### src/rtl/uart_transmitter.sv
// ============================================================================
// Module   : uart_transmitter
// Purpose  : Serialises one data word into a UART frame paced by the 16x baud
//            tick. Optional even-parity bit enabled by macro UART_TX_PARITY_EN.
// Revision : 1.0 - initial release
// ============================================================================
`default_nettype none

module uart_transmitter #(
    parameter int DATA_BITS = 8,
    parameter int SB_TICKS  = 16,
    parameter int OS_TICKS  = 16
) (
    input  logic                 i_clk,
    input  logic                 i_reset,
    input  logic                 i_tx_start,
    input  logic                 i_bd_tick,
    input  logic [DATA_BITS-1:0] i_data,
    output logic                 o_tx,
    output logic                 o_busy,
    output logic                 o_tx_done
);

    localparam int c_MAX_TICKS = (SB_TICKS > OS_TICKS) ? SB_TICKS : OS_TICKS;
    localparam int c_TICK_W    = $clog2(c_MAX_TICKS + 1);
    localparam int c_BIT_W     = $clog2(DATA_BITS + 1);

    localparam logic [c_TICK_W-1:0] c_OS_LAST  = c_TICK_W'(OS_TICKS - 1);
    localparam logic [c_TICK_W-1:0] c_SB_LAST  = c_TICK_W'(SB_TICKS - 1);
    localparam logic [c_BIT_W-1:0]  c_BIT_LAST = c_BIT_W'(DATA_BITS - 1);

`ifdef UART_TX_PARITY_EN
    typedef enum logic [2:0] {
        ST_IDLE   = 3'd0,
        ST_START  = 3'd1,
        ST_DATA   = 3'd2,
        ST_PARITY = 3'd3,
        ST_STOP   = 3'd4
    } state_t;
`else
    typedef enum logic [2:0] {
        ST_IDLE  = 3'd0,
        ST_START = 3'd1,
        ST_DATA  = 3'd2,
        ST_STOP  = 3'd4
    } state_t;
`endif

    state_t                r_state;
    logic [c_TICK_W-1:0]   r_tick_cnt;
    logic [c_BIT_W-1:0]    r_bit_cnt;
    logic [DATA_BITS-1:0]  r_shift;
    logic                  r_tx;
`ifdef UART_TX_PARITY_EN
    logic                  r_parity;
`endif

    logic [DATA_BITS-1:0]  w_shift_next;
    assign w_shift_next = r_shift >> 1;

    // Done is decoded from the final stop tick so it coincides with the last
    // STOP cycle; a new request is therefore only taken the cycle after.
    assign o_tx_done = (r_state == ST_STOP) && i_bd_tick && (r_tick_cnt == c_SB_LAST);
    assign o_busy    = (r_state != ST_IDLE);
    assign o_tx      = r_tx;

    always_ff @(posedge i_clk) begin
        if (i_reset) begin
            r_state    <= ST_IDLE;
            r_tick_cnt <= '0;
            r_bit_cnt  <= '0;
            r_shift    <= '0;
            r_tx       <= 1'b1;
`ifdef UART_TX_PARITY_EN
            r_parity   <= 1'b0;
`endif
        end else begin
            unique case (r_state)
                ST_IDLE: begin
                    r_tx       <= 1'b1;
                    r_tick_cnt <= '0;
                    if (i_tx_start) begin
                        r_shift <= i_data;
`ifdef UART_TX_PARITY_EN
                        r_parity <= ^i_data;
`endif
                        r_tx    <= 1'b0;
                        r_state <= ST_START;
                    end
                end
                ST_START: begin
                    if (i_bd_tick) begin
                        if (r_tick_cnt == c_OS_LAST) begin
                            r_tick_cnt <= '0;
                            r_bit_cnt  <= '0;
                            r_tx       <= r_shift[0];
                            r_state    <= ST_DATA;
                        end else begin
                            r_tick_cnt <= r_tick_cnt + 1'b1;
                        end
                    end
                end
                ST_DATA: begin
                    if (i_bd_tick) begin
                        if (r_tick_cnt == c_OS_LAST) begin
                            r_tick_cnt <= '0;
                            r_shift    <= w_shift_next;
                            if (r_bit_cnt == c_BIT_LAST) begin
`ifdef UART_TX_PARITY_EN
                                r_tx    <= r_parity;
                                r_state <= ST_PARITY;
`else
                                r_tx    <= 1'b1;
                                r_state <= ST_STOP;
`endif
                            end else begin
                                r_bit_cnt <= r_bit_cnt + 1'b1;
                                r_tx      <= w_shift_next[0];
                            end
                        end else begin
                            r_tick_cnt <= r_tick_cnt + 1'b1;
                        end
                    end
                end
`ifdef UART_TX_PARITY_EN
                ST_PARITY: begin
                    if (i_bd_tick) begin
                        if (r_tick_cnt == c_OS_LAST) begin
                            r_tick_cnt <= '0;
                            r_tx       <= 1'b1;
                            r_state    <= ST_STOP;
                        end else begin
                            r_tick_cnt <= r_tick_cnt + 1'b1;
                        end
                    end
                end
`endif
                ST_STOP: begin
                    if (i_bd_tick) begin
                        if (r_tick_cnt == c_SB_LAST) begin
                            r_tick_cnt <= '0;
                            r_tx       <= 1'b1;
                            r_state    <= ST_IDLE;
                        end else begin
                            r_tick_cnt <= r_tick_cnt + 1'b1;
                        end
                    end
                end
                default: begin
                    r_tx    <= 1'b1;
                    r_state <= ST_IDLE;
                end
            endcase
        end
    end

endmodule

`default_nettype wire

### config.mk
export PLATFORM = sky130hd
export DESIGN_NAME = uart_transmitter
export DESIGN_NICKNAME = d
export VERILOG_FILES = /design/src/rtl/uart_transmitter.sv
export SDC_FILE = /design/constraint.sdc
export NUM_CORES = 1
export LEC_CHECK = 0
export ABC_AREA = 1
export BUFFER_PORTS_ARGS = -buffer_cell sky130_fd_sc_hd__buf_4
export CORE_UTILIZATION = 60
export CTS_BUF_LIST = sky130_fd_sc_hd__clkbuf_2 sky130_fd_sc_hd__clkbuf_4 sky130_fd_sc_hd__clkbuf_8
export DETAILED_ROUTE_END_ITERATION = 10
export GPL_TIMING_DRIVEN = 0
export MAX_ROUTING_LAYER = met4
export PLACE_DENSITY_LB_ADDON = 0.15
export SYNTH_ARGS = -nofsm -noshare
export SYNTH_HDL_FRONTEND = slang
export SYNTH_SLANG_ARGS = --single-unit
### constraint.sdc
create_clock -name i_clk -period 1.64 [get_ports i_clk]
set_clock_uncertainty 0.1 [all_clocks]
set_input_delay 0.082 -clock i_clk [delete_from_list [all_inputs] [get_ports i_clk]]
set_output_delay 0.082 -clock i_clk [all_outputs]
set_load 0.01 [all_outputs]
==> key figures, run 1 <==
Route
  – DRC Markers: 0
  – Final wirelength: 3188 µm
  – Post-route ant nets: 0
  – Initial drt markers: 50
  – Via count: 1406
  – Vias/cell: 5.557
  – Detailed Routing Iterations Pass 1: 4
  – Drt wl/cell: 12.60 µm

Worst setup path
  – Critical Path Start: r_tick_cnt[0]$_SDFFE_PP0P_
  – RR Endpoint: r_state[1]$_SDFFE_PP0P_
  – Crit Path Category: register to output port
  – CP Cell Sequence: ha_4 -> nand3_4 -> nor2_4 -> nand2_4 -> nor2_1 -> buf_4
  – Worst path required time: 1.46 ns
  – Crit end category: output port
  – Critical Path AT: 1.36 ns
  – Worst r2r path cells: 8
  – R2R Path Start: r_bit_cnt[1]$_SDFFE_PP0P_
  – Crit Path Max Fanout: 4
  – R2R setup slack: 0.10 ns
  – Cell at the slowest stage of the critical path: dfxtp_4
  – Startpoint Class: register
  – Crit path largest cell delay: 0.38 ns

Min path
  – Path category of the worst min-delay check: input pin to register
  – Hold Startpoint: i_bd_tick
  – Worst hold endpoint: r_tick_cnt[2]$_SDFFE_PP0P_
  – Hold path depth: 4

Synthesis
  – Synthesized net count: 218
  – Cells after Synth: 204
  – Top cells by area, synth: dfxtp_1, nand2_1, nor2_1
  – Yosys cell types: 25
  – Post-synth top area share: 31.49%
  – Register bit count reported by yosys: 21
  – Ys async rst share: 0%
  – Primary FF master, synth: dfxtp_1
  – Synth warn: 0
  – Avg Inst Size Synth: 6.544 µm²
  – Area leader, netlist: dfxtp_1
  – Most frequent cells after synthesis: nand2_1, nor2_1, nand3_1
  – Most common cell in the netlist: nand2_1
  – Seq/Total Area, Yosys: 31.49%
  – Number of flops mapped to enable cells by yosys: 0
  – Synthesized area: 0.001335 mm²

Cells and area
  – Antenna cells: 0
  – Share of layout cells above drive strength 1: 21.68%
  – Register area: 427.9 µm²
  – Final core occ: 78.34%
  – Net count, final: 241
  – Multi-input gate area: 847.1 µm²
  – Area grow syn2layout: 18.65%
  – Fillers: 163

Pwr
  – Worst vdd ir: 1.165 mV
  – Leak Pwr: 0.7639 nW
  – Power density cells: 1498 mW/mm²
  – Total power: 2.372 mW

GRT
  – Vias in the first global route: 1245
  – First-pass GRT wire length: 5237 µm
  – Pin count of the biggest net entering global routing: 13
  – GRT Residual Overflow: 0
  – Initial antenna violation count: 0
  – Overall routing resource usage: 28.13%

Timing
  – Setup violations, final: 0
  – Ratio of final minimum period to clock period: 94.23%
  – Fin crit period: 1.545 ns
  – Final Hold Vio Count: 0
  – PnR worst setup slack: 0.09467 ns
  – Worst hold slack: 0.05063 ns
  – Fin Setup TNS: 0 ns
  – Fin. max-slew vios: 0
  – Fmax: 0.6471 GHz
  – RSZ-0062 raised after global routing: no
  – Max transition margin: 79.74%
  – Worst Tran Pin Value: 0.3032 ns

Flow run
  – Max-Cap Viols: 0

Status
  – Outcome: complete, no violations

Place
  – GP Congestion: 0.8493
  – Detailed placement HPWL: 2243 µm
  – Post-placement setup slack: -0.01126 ns
  – Port buffer count: 14

Floorplanning
  – Die W: 49.17 µm
  – Core Rows: 16
  – # IOs: 15
  – Initial Util: 66.03%
  – Chip Height: 49.17 µm
  – Core area: 0.002022 mm²
  – Die Area: 0.002418 mm²

Clock network
  – CTS tree: done
  – Max Root-Sink Buffers: 2
  – CTS H-Tree Depth: 1
  – Clock root buffer: clkbuf_4
  – TritonCTS Sinks: 21
  – CTS buffer count: 3
  – Clk pin slew, worst setup/hold paths: 0.12 ns
  – Worst skew pair latency: 0.31 ns
## per-layer routing
metal	global-route usage (%)	wire length [µm]	up-vias
met5	-	0	-
met4	7.353	28	0
met3	3.738	174	6
met2	49.77	1667	49
met1	33.14	1318	649
li1	-	-	702
## sequential cells by signal (all words and copies together), names as in the netlist
name / cells
r_state: 3
r_tick_cnt: 5
o_tx: 1
r_bit_cnt: 4
r_shift: 8
## power breakdown
part           total [mW]  switching [mW]  internal (mW)
combinational        1.36           0.855          0.503
sequential          0.755           0.108          0.647
clock               0.260           0.169         0.0910
## per-stage QoR
step / instance area [µm²] / instances
final: 1584 / 253
after global routing: 1584 / 253
after CTS: 1567 / 253
after detailed placement: 1474 / 245
after global placement: 1474 / 245
after floorplan: 1335 / 204
## critical path, delay by kind of cell, from the launching register on
kind                       cells  cell delay [ns]
and+or+nand+nor                4             0.40
DFF                            1             0.38
adders and majority gates      1             0.16
buffers and inverters          1             0.12
## layout make-up
class	instances	share of cell area [%]
multi-input combinational	161	53.48
sequential	21	27.01
timing repair buffer	18	8.847
inverter	18	4.581
buffer	4	2.212
tap	27	2.133
clock buffer	3	1.422
clock inverter	1	0.3160
## worst max path at each step
stage | endpoint
after floorplan | r_shift[7]$_SDFFE_PP0P_
after global placement | r_state[2]$_SDFFE_PP0P_
after detailed placement | r_shift[3]$_SDFFE_PP0P_
after CTS | r_state[1]$_SDFFE_PP0P_
after global routing | r_state[1]$_SDFFE_PP0P_
final | o_tx_done
## repair_timing
action	4_1_cts	5_1_grt
hold buffers	2	0
cloned	0	0
pin swaps	1	2
setup buffers	2	0
hold endpoints to repair	4	0
gates resized for setup	8	5
endpoints found under the setup margin	14	8
## logic make-up after synthesis
logic type / synth area share (%)
AOI/OAI and AO/OA: 5.905
xor gates and xnor gates: 0.6562
adders and majority gates: 1.874
buffers and inverters: 8.059
DFF: 31.49
and+or+nand+nor: 52.01
## cell usage in the layout (no fill, tap or decap), types with 2 or more instances in the layout
cell type,n
buf_6,2
a21oi_1,10
nor2_2,3
nand2_1,57
dlygate4sd3_1,2
nand2_4,6
dfxtp_1,17
nand3_1,25
nand3_4,2
nand4_1,3
nand3b_1,7
buf_4,16
dfxtp_2,3
nor2_1,36
inv_4,2
clkbuf_4,4
nand2_2,3
inv_1,14
Note: power is estimated with default switching activity, not from simulation.
==> inputs of run 2 (changes only) <==
==> constraint.sdc (replaced) <==
create_clock -name i_clk -period 1.64 [get_ports i_clk]
set_clock_uncertainty 0.1 [all_clocks]
set_input_delay 0.082 -clock i_clk [delete_from_list [all_inputs] [get_ports i_clk]]
set_output_delay 0.082 -clock i_clk [all_outputs]
set_load 0.005 [all_outputs]
==> key figures, run 2 (same netlist as run 1, synthesis figures left out) <==
Worst setup path
  – Critical Path AT: 1.37 ns (about the same)
  – Cell at the slowest stage of the critical path: dfxtp_4
  – Startpoint Class: register
  – Crit Path Category: register to output port
  – Crit path max-delay family: simple AND/OR/NAND/NOR gates
  – Crit path buffers/inverters: 1 (unchanged)
  – Crit end category: output port
  – CP Cell Sequence: ha_4 -> nand3_2 -> nor2_4 -> nand2_4 -> nor2_1 -> buf_4
  – Worst path required time: 1.46 ns (about the same)
  – Crit path largest cell delay: 0.38 ns (about the same)
  – Crit Path Max Fanout: 4 (unchanged)

Pwr
  – Power density cells: 1488 mW/mm² (-0.64%)
  – Worst vdd ir: 1.159 mV (-0.48%)
  – Leak Pwr: 0.7638 nW (about the same)

Cells and area
  – Commonest non-fill, non-tap cells in the layout: nand2_1, nor2_1, nand3_1
  – Finished layout cell area: 0.001577 mm² (-0.47%)
  – Area grow syn2layout: 18.09%
  – Share of layout cells above drive strength 1: 21.68% (unchanged)
  – Antenna cells: 0 (unchanged)
  – Largest Register: r_shift
  – Biggest regs: r_shift x8, r_tick_cnt x5, r_bit_cnt x4
  – Number of flip-flops in the largest register: 8 (unchanged)
  – Net count, final: 241 (unchanged)
  – Fillers: 164 (+0.61%)
  – Commonest non-fill, non-tap cell in the layout: nand2_1

Floorplanning
  – Die W: 49.17 µm (unchanged)
  – # IOs: 15 (unchanged)
  – Initial Util: 66.03% (unchanged)
  – Core Rows: 16 (unchanged)
  – Die Area: 0.002418 mm² (unchanged)
  – Core area: 0.002022 mm² (unchanged)
  – Chip Height: 49.17 µm (unchanged)

Timing
  – Final Hold Vio Count: 0 (unchanged)
  – Fin crit period: 1.556 ns (+0.01053 ns)
  – Fin. max-slew vios: 0 (unchanged)
  – Worst hold slack: 0.02374 ns (-0.02689 ns)
  – Ratio of final minimum period to clock period: 94.87% (+0.64 points)
  – RSZ-0062 raised after global routing: no
  – Fmax: 0.6427 GHz (-0.68%)
  – Fin Setup TNS: 0 ns (unchanged)
  – Max transition margin: 79.88% (+0.14 points)
  – Worst Tran Pin Value: 0.3011 ns (-0.002151 ns)
  – Setup violations, final: 0 (unchanged)

Route
  – Via count: 1401 (-0.36%)
  – DRC Markers: 0 (unchanged)
  – Initial drt markers: 37 (-26%)
  – Vias/cell: 5.538 (-0.36%)
  – Final wirelength: 3181 µm (-0.22%)
  – Detailed Routing Iterations Pass 1: 4 (unchanged)
  – Drt wl/cell: 12.57 µm (-0.22%)
  – Post-route ant nets: 0 (unchanged)

Flow run
  – Max-Cap Viols: 0 (unchanged)

Min path
  – Path category of the worst min-delay check: input pin to register

Clock network
  – Max Root-Sink Buffers: 2 (unchanged)
  – Clock root buffer: clkbuf_4
  – Clk pin slew, worst setup/hold paths: 0.12 ns (about the same)
  – CTS tree: done
  – CTS buffer count: 3 (unchanged)
  – TritonCTS Sinks: 21 (unchanged)
  – Worst skew pair latency: 0.30 ns (about the same)
  – CTS H-Tree Depth: 1 (unchanged)

Place
  – GP Congestion: 0.8493 (unchanged)
  – DP Area: 0.001474 mm² (unchanged)
  – Detailed placement HPWL: 2243 µm (unchanged)
  – Port buffer count: 14 (unchanged)

GRT
  – Initial antenna violation count: 0 (unchanged)
  – Vias in the first global route: 1245 (unchanged)
  – Overall routing resource usage: 28.13% (unchanged)
  – GRT Residual Overflow: 0 (unchanged)
  – First-pass GRT wire length: 5237 µm (unchanged)
  – Pin count of the biggest net entering global routing: 13 (unchanged)

Status
  – Outcome: complete, no violations
-- run 2: changes by cell type in the layout (fill, tap and decap cells not counted) --
| cell | previous run | this run |
|---|---|---|
| nand3_4 | 2 | 1 |
| nand3_2 | 0 | 1 |
-- run 2: metal layers --
layer  track usage (%)  part of all wire (%)
met1             33.14                    41
met2             49.77                    52
met3             3.738                   6.0
met4             7.353                   1.3
met5                 -                     0
-- run 2: final cells by class --
type | count | area, µm² | share of cell area [%]
clock inverter | 1 | 5.005 | 0.3175
sequential | 21 | 427.9 | 27.14
multi-input combinational | 161 | 839.6 | 53.25
inverter | 18 | 72.57 | 4.603
timing repair buffer | 18 | 140.1 | 8.889
buffer | 4 | 35.03 | 2.222
clock buffer | 3 | 22.52 | 1.429
tap | 27 | 33.78 | 2.143
-- run 2: repair_timing --
action                                  4_1_cts  5_1_grt
endpoints found under the setup margin       14        8
hold buffers                                  2        0
buffers inserted                              2        0
hold endpoints to repair                      4        0
gates resized for setup                       8        4
pin swaps                                     1        2
-- run 2: final timing paths --
path / from / end / slack (ns) / cells past startpoint
min: i_bd_tick / r_tick_cnt[2]$_SDFFE_PP0P_ / 0.02 / 4
min reg2reg: r_shift[2]$_SDFFE_PP0P_ / r_shift[2]$_SDFFE_PP0P_ / 0.39 / 2
max reg2reg: r_bit_cnt[1]$_SDFFE_PP0P_ / r_state[1]$_SDFFE_PP0P_ / 0.10 / 8
max: r_tick_cnt[0]$_SDFFE_PP0P_ / o_tx_done / 0.08 / 6
-- run 2: power breakdown --
group	total, mW	internal [mW]	switching (mW)
logic	1.34	0.501	0.834
clock network	0.257	0.0910	0.166
registers	0.753	0.647	0.106
-- run 2: worst reg2reg max path, stage by stage (launching register included) --
cell     delay (ns)
dfxtp_1        0.40
ha_1           0.22
nand2_1        0.10
nor2_2         0.15
nor2_1         0.08
nor2_2         0.17
nand3_1        0.11
nand2_1        0.08
nor2_1         0.04
-- run 2: per-stage QoR --
stage	util (%)	power (mW)	std cells	setup slack (ns)
5_1_grt	77.97	2.541	253	0.0009014
6_report	77.97	2.346	253	0.08413
3_3_place_gp	72.90	1.977	245	0.06864
4_1_cts	77.48	2.340	253	0.02902
3_5_place_dp	72.90	2.035	245	-0.01126
2_1_floorplan	-	1.745	204	0.2277
==> inputs of run 3 (changes only) <==
--- a/config.mk
+++ b/config.mk
@@ -9,10 +9,12 @@
 export BUFFER_PORTS_ARGS = -buffer_cell sky130_fd_sc_hd__buf_4
 export CORE_UTILIZATION = 60
 export CTS_BUF_LIST = sky130_fd_sc_hd__clkbuf_2 sky130_fd_sc_hd__clkbuf_4 sky130_fd_sc_hd__clkbuf_8
+export CTS_CLUSTER_DIAMETER = 30
 export DETAILED_ROUTE_END_ITERATION = 10
 export GPL_TIMING_DRIVEN = 0
 export MAX_ROUTING_LAYER = met4
 export PLACE_DENSITY_LB_ADDON = 0.15
+export RECOVER_POWER = 100
 export SYNTH_ARGS = -nofsm -noshare
 export SYNTH_HDL_FRONTEND = slang
 export SYNTH_SLANG_ARGS = --single-unit
==> key figures, run 3 (same netlist as run 1, synthesis figures left out) <==
Worst setup path
  – Critical Path AT: 1.38 ns (about the same)
  – Crit path max-delay family: simple AND/OR/NAND/NOR gates
  – Crit path largest cell delay: 0.39 ns (about the same)
  – CP Cell Sequence: ha_4 -> nand3_2 -> nor2_4 -> nand2_4 -> nor2_1 -> buf_4
  – Crit end category: output port
  – Crit Path Max Fanout: 4 (unchanged)
  – Cell at the slowest stage of the critical path: dfxtp_4
  – Crit Path Category: register to output port
  – Startpoint Class: register
  – Crit path buffers/inverters: 1 (unchanged)
  – Worst path required time: 1.46 ns (about the same)

Timing
  – Worst Tran Pin Value: 0.2996 ns (-0.001474 ns)
  – Setup violations, final: 0 (unchanged)
  – Fmax: 0.6421 GHz (about the same)
  – Fin. max-slew vios: 0 (unchanged)
  – Fin crit period: 1.557 ns (+0.001537 ns)
  – Final Hold Vio Count: 0 (unchanged)
  – Fin Setup TNS: 0 ns (unchanged)
  – Ratio of final minimum period to clock period: 94.96% (about the same)
  – Worst hold slack: 0.01417 ns (-0.009573 ns)
  – Max transition margin: 79.98% (+0.099 points)
  – RSZ-0062 raised after global routing: no

Clock network
  – Worst skew pair latency: 0.30 ns (about the same)
  – Max Root-Sink Buffers: 2 (unchanged)
  – Clock root buffer: clkbuf_4
  – Clk pin slew, worst setup/hold paths: 0.12 ns (about the same)
  – CTS tree: done
  – TritonCTS Sinks: 21 (unchanged)
  – CTS H-Tree Depth: 1 (unchanged)
  – CTS buffer count: 3 (unchanged)

Pwr
  – Total power: 2.319 mW (-1.1%)
  – Power density cells: 1481 mW/mm² (-0.51%)
  – Sequential share of power: 32.5% (+0.4 points)
  – Switching Share: 47.18% (about the same)
  – Leak Pwr: 0.7607 nW (-0.41%)
  – Clock power share: 11.1% (about the same)
  – Logic pwr share: 56.4% (-0.5 points)
  – Worst vdd ir: 1.147 mV (-1.1%)
  – Switching power: 1.094 mW (-1.1%)
  – Internal power: 1.225 mW (-1.1%)

Cells and area
  – Fillers: 166 (+1.2%)
  – Number of flip-flops in the largest register: 8 (unchanged)
  – Net count, final: 241 (unchanged)
  – Largest Register: r_shift
  – Area grow syn2layout: 17.34%
  – Multi-input gate area: 829.5 µm² (-1.2%)
  – Commonest non-fill, non-tap cells in the layout: nand2_1, nor2_1, nand3_1
  – Register area: 427.9 µm² (unchanged)
  – Antenna cells: 0 (unchanged)
  – Finished layout cell area: 0.001567 mm² (-0.63%)
  – Final Non-Filler Cells: 253 (unchanged)
  – Share of layout cells above drive strength 1: 21.68% (unchanged)
  – Biggest regs: r_shift x8, r_tick_cnt x5, r_bit_cnt x4
  – Commonest non-fill, non-tap cell in the layout: nand2_1

GRT
  – Pin count of the biggest net entering global routing: 13 (unchanged)
  – Overall routing resource usage: 28.13% (unchanged)
  – Initial antenna violation count: 0 (unchanged)
  – Vias in the first global route: 1245 (unchanged)
  – GRT Residual Overflow: 0 (unchanged)
  – First-pass GRT wire length: 5237 µm (unchanged)

Route
  – Detailed Routing Iterations Pass 1: 4 (unchanged)
  – Initial drt markers: 39 (+5.4%)
  – Post-route ant nets: 0 (unchanged)
  – DRC Markers: 0 (unchanged)
  – Vias/cell: 5.510 (-0.50%)
  – Final wirelength: 3198 µm (+0.53%)
  – Via count: 1394 (-0.50%)
  – Drt wl/cell: 12.64 µm (+0.53%)

Status
  – Outcome: complete, no violations

Flow run
  – Max-Cap Viols: 0 (unchanged)

Place
  – DP Area: 0.001474 mm² (unchanged)
  – Port buffer count: 14 (unchanged)
  – Placed cell count: 245 (unchanged)
  – GP Congestion: 0.8493 (unchanged)
  – Detailed placement HPWL: 2243 µm (unchanged)

Floorplanning
  – Core area: 0.002022 mm² (unchanged)
  – Core Rows: 16 (unchanged)
  – # IOs: 15 (unchanged)
  – Initial Util: 66.03% (unchanged)
  – Chip Height: 49.17 µm (unchanged)
  – Die W: 49.17 µm (unchanged)
  – Die Area: 0.002418 mm² (unchanged)

Min path
  – Path category of the worst min-delay check: input pin to register
run 3: worst paths after layout:
check / to / start / cells after the start / slack, ns
setup reg to reg: r_state[1]$_SDFFE_PP0P_ / r_bit_cnt[1]$_SDFFE_PP0P_ / 8 / 0.09
hold / removal: r_tick_cnt[2]$_SDFFE_PP0P_ / i_bd_tick / 4 / 0.01
setup / recovery: o_tx_done / r_tick_cnt[0]$_SDFFE_PP0P_ / 6 / 0.08
hold reg to reg: r_shift[2]$_SDFFE_PP0P_ / r_shift[2]$_SDFFE_PP0P_ / 2 / 0.39
run 3: repair_timing:
item                                    CTS  global route
resized for setup                         8             4
setup buffers                             2             0
hold buffers                              2             0
pin swaps                                 1             2
endpoints found under the setup margin   14             8
hold endpoints to repair                  4             0
run 3: power groups by stage:
stage | clock [mW] | sequential (mW) | combinational [mW]
final | 0.257 | 0.753 | 1.31
after global routing | 0.279 | 0.768 | 1.47
after CTS | 0.262 | 0.746 | 1.33
after detailed placement | 0 | 0.755 | 1.28
after global placement | 0 | 0.748 | 1.23
after floorplan | 0 | 0.731 | 1.01
run 3: worst register-to-register path, cell delays in order (launching register included):
cell	delay [ns]
dfxtp_1	0.40
ha_1	0.22
nand2_1	0.10
nor2_2	0.15
nor2_1	0.08
nor2_2	0.17
nand3_1	0.11
nand2_1	0.08
nor2_1	0.04
run 3: layout make-up:
cell class / count / share of cell area (%)
inverter: 18 / 4.633
buffer: 4 / 2.236
clock buffer: 3 / 1.438
sequential: 21 / 27.32
timing repair buffer: 18 / 8.946
tap: 27 / 2.157
multi-input combinational: 161 / 52.96
clock inverter: 1 / 0.3195
run 3: through the flow:
stage               utilization [%]  setup slack [ns]
floorplan                         -            0.2277
global placement              72.90           0.06864
detailed placement            72.90          -0.01126
CTS                           77.48           0.02902
global route                  77.48         0.0009015
finish                        77.48           0.08260
run 3: per-layer routing:
layer | GRT usage [%] | up-vias | share of wire, %
met5 | - | - | 0
met4 | 7.353 | 0 | 1.3
met3 | 3.738 | 8 | 5.4
met2 | 49.77 | 46 | 52
met1 | 33.14 | 641 | 42
li1 | - | 699 | -
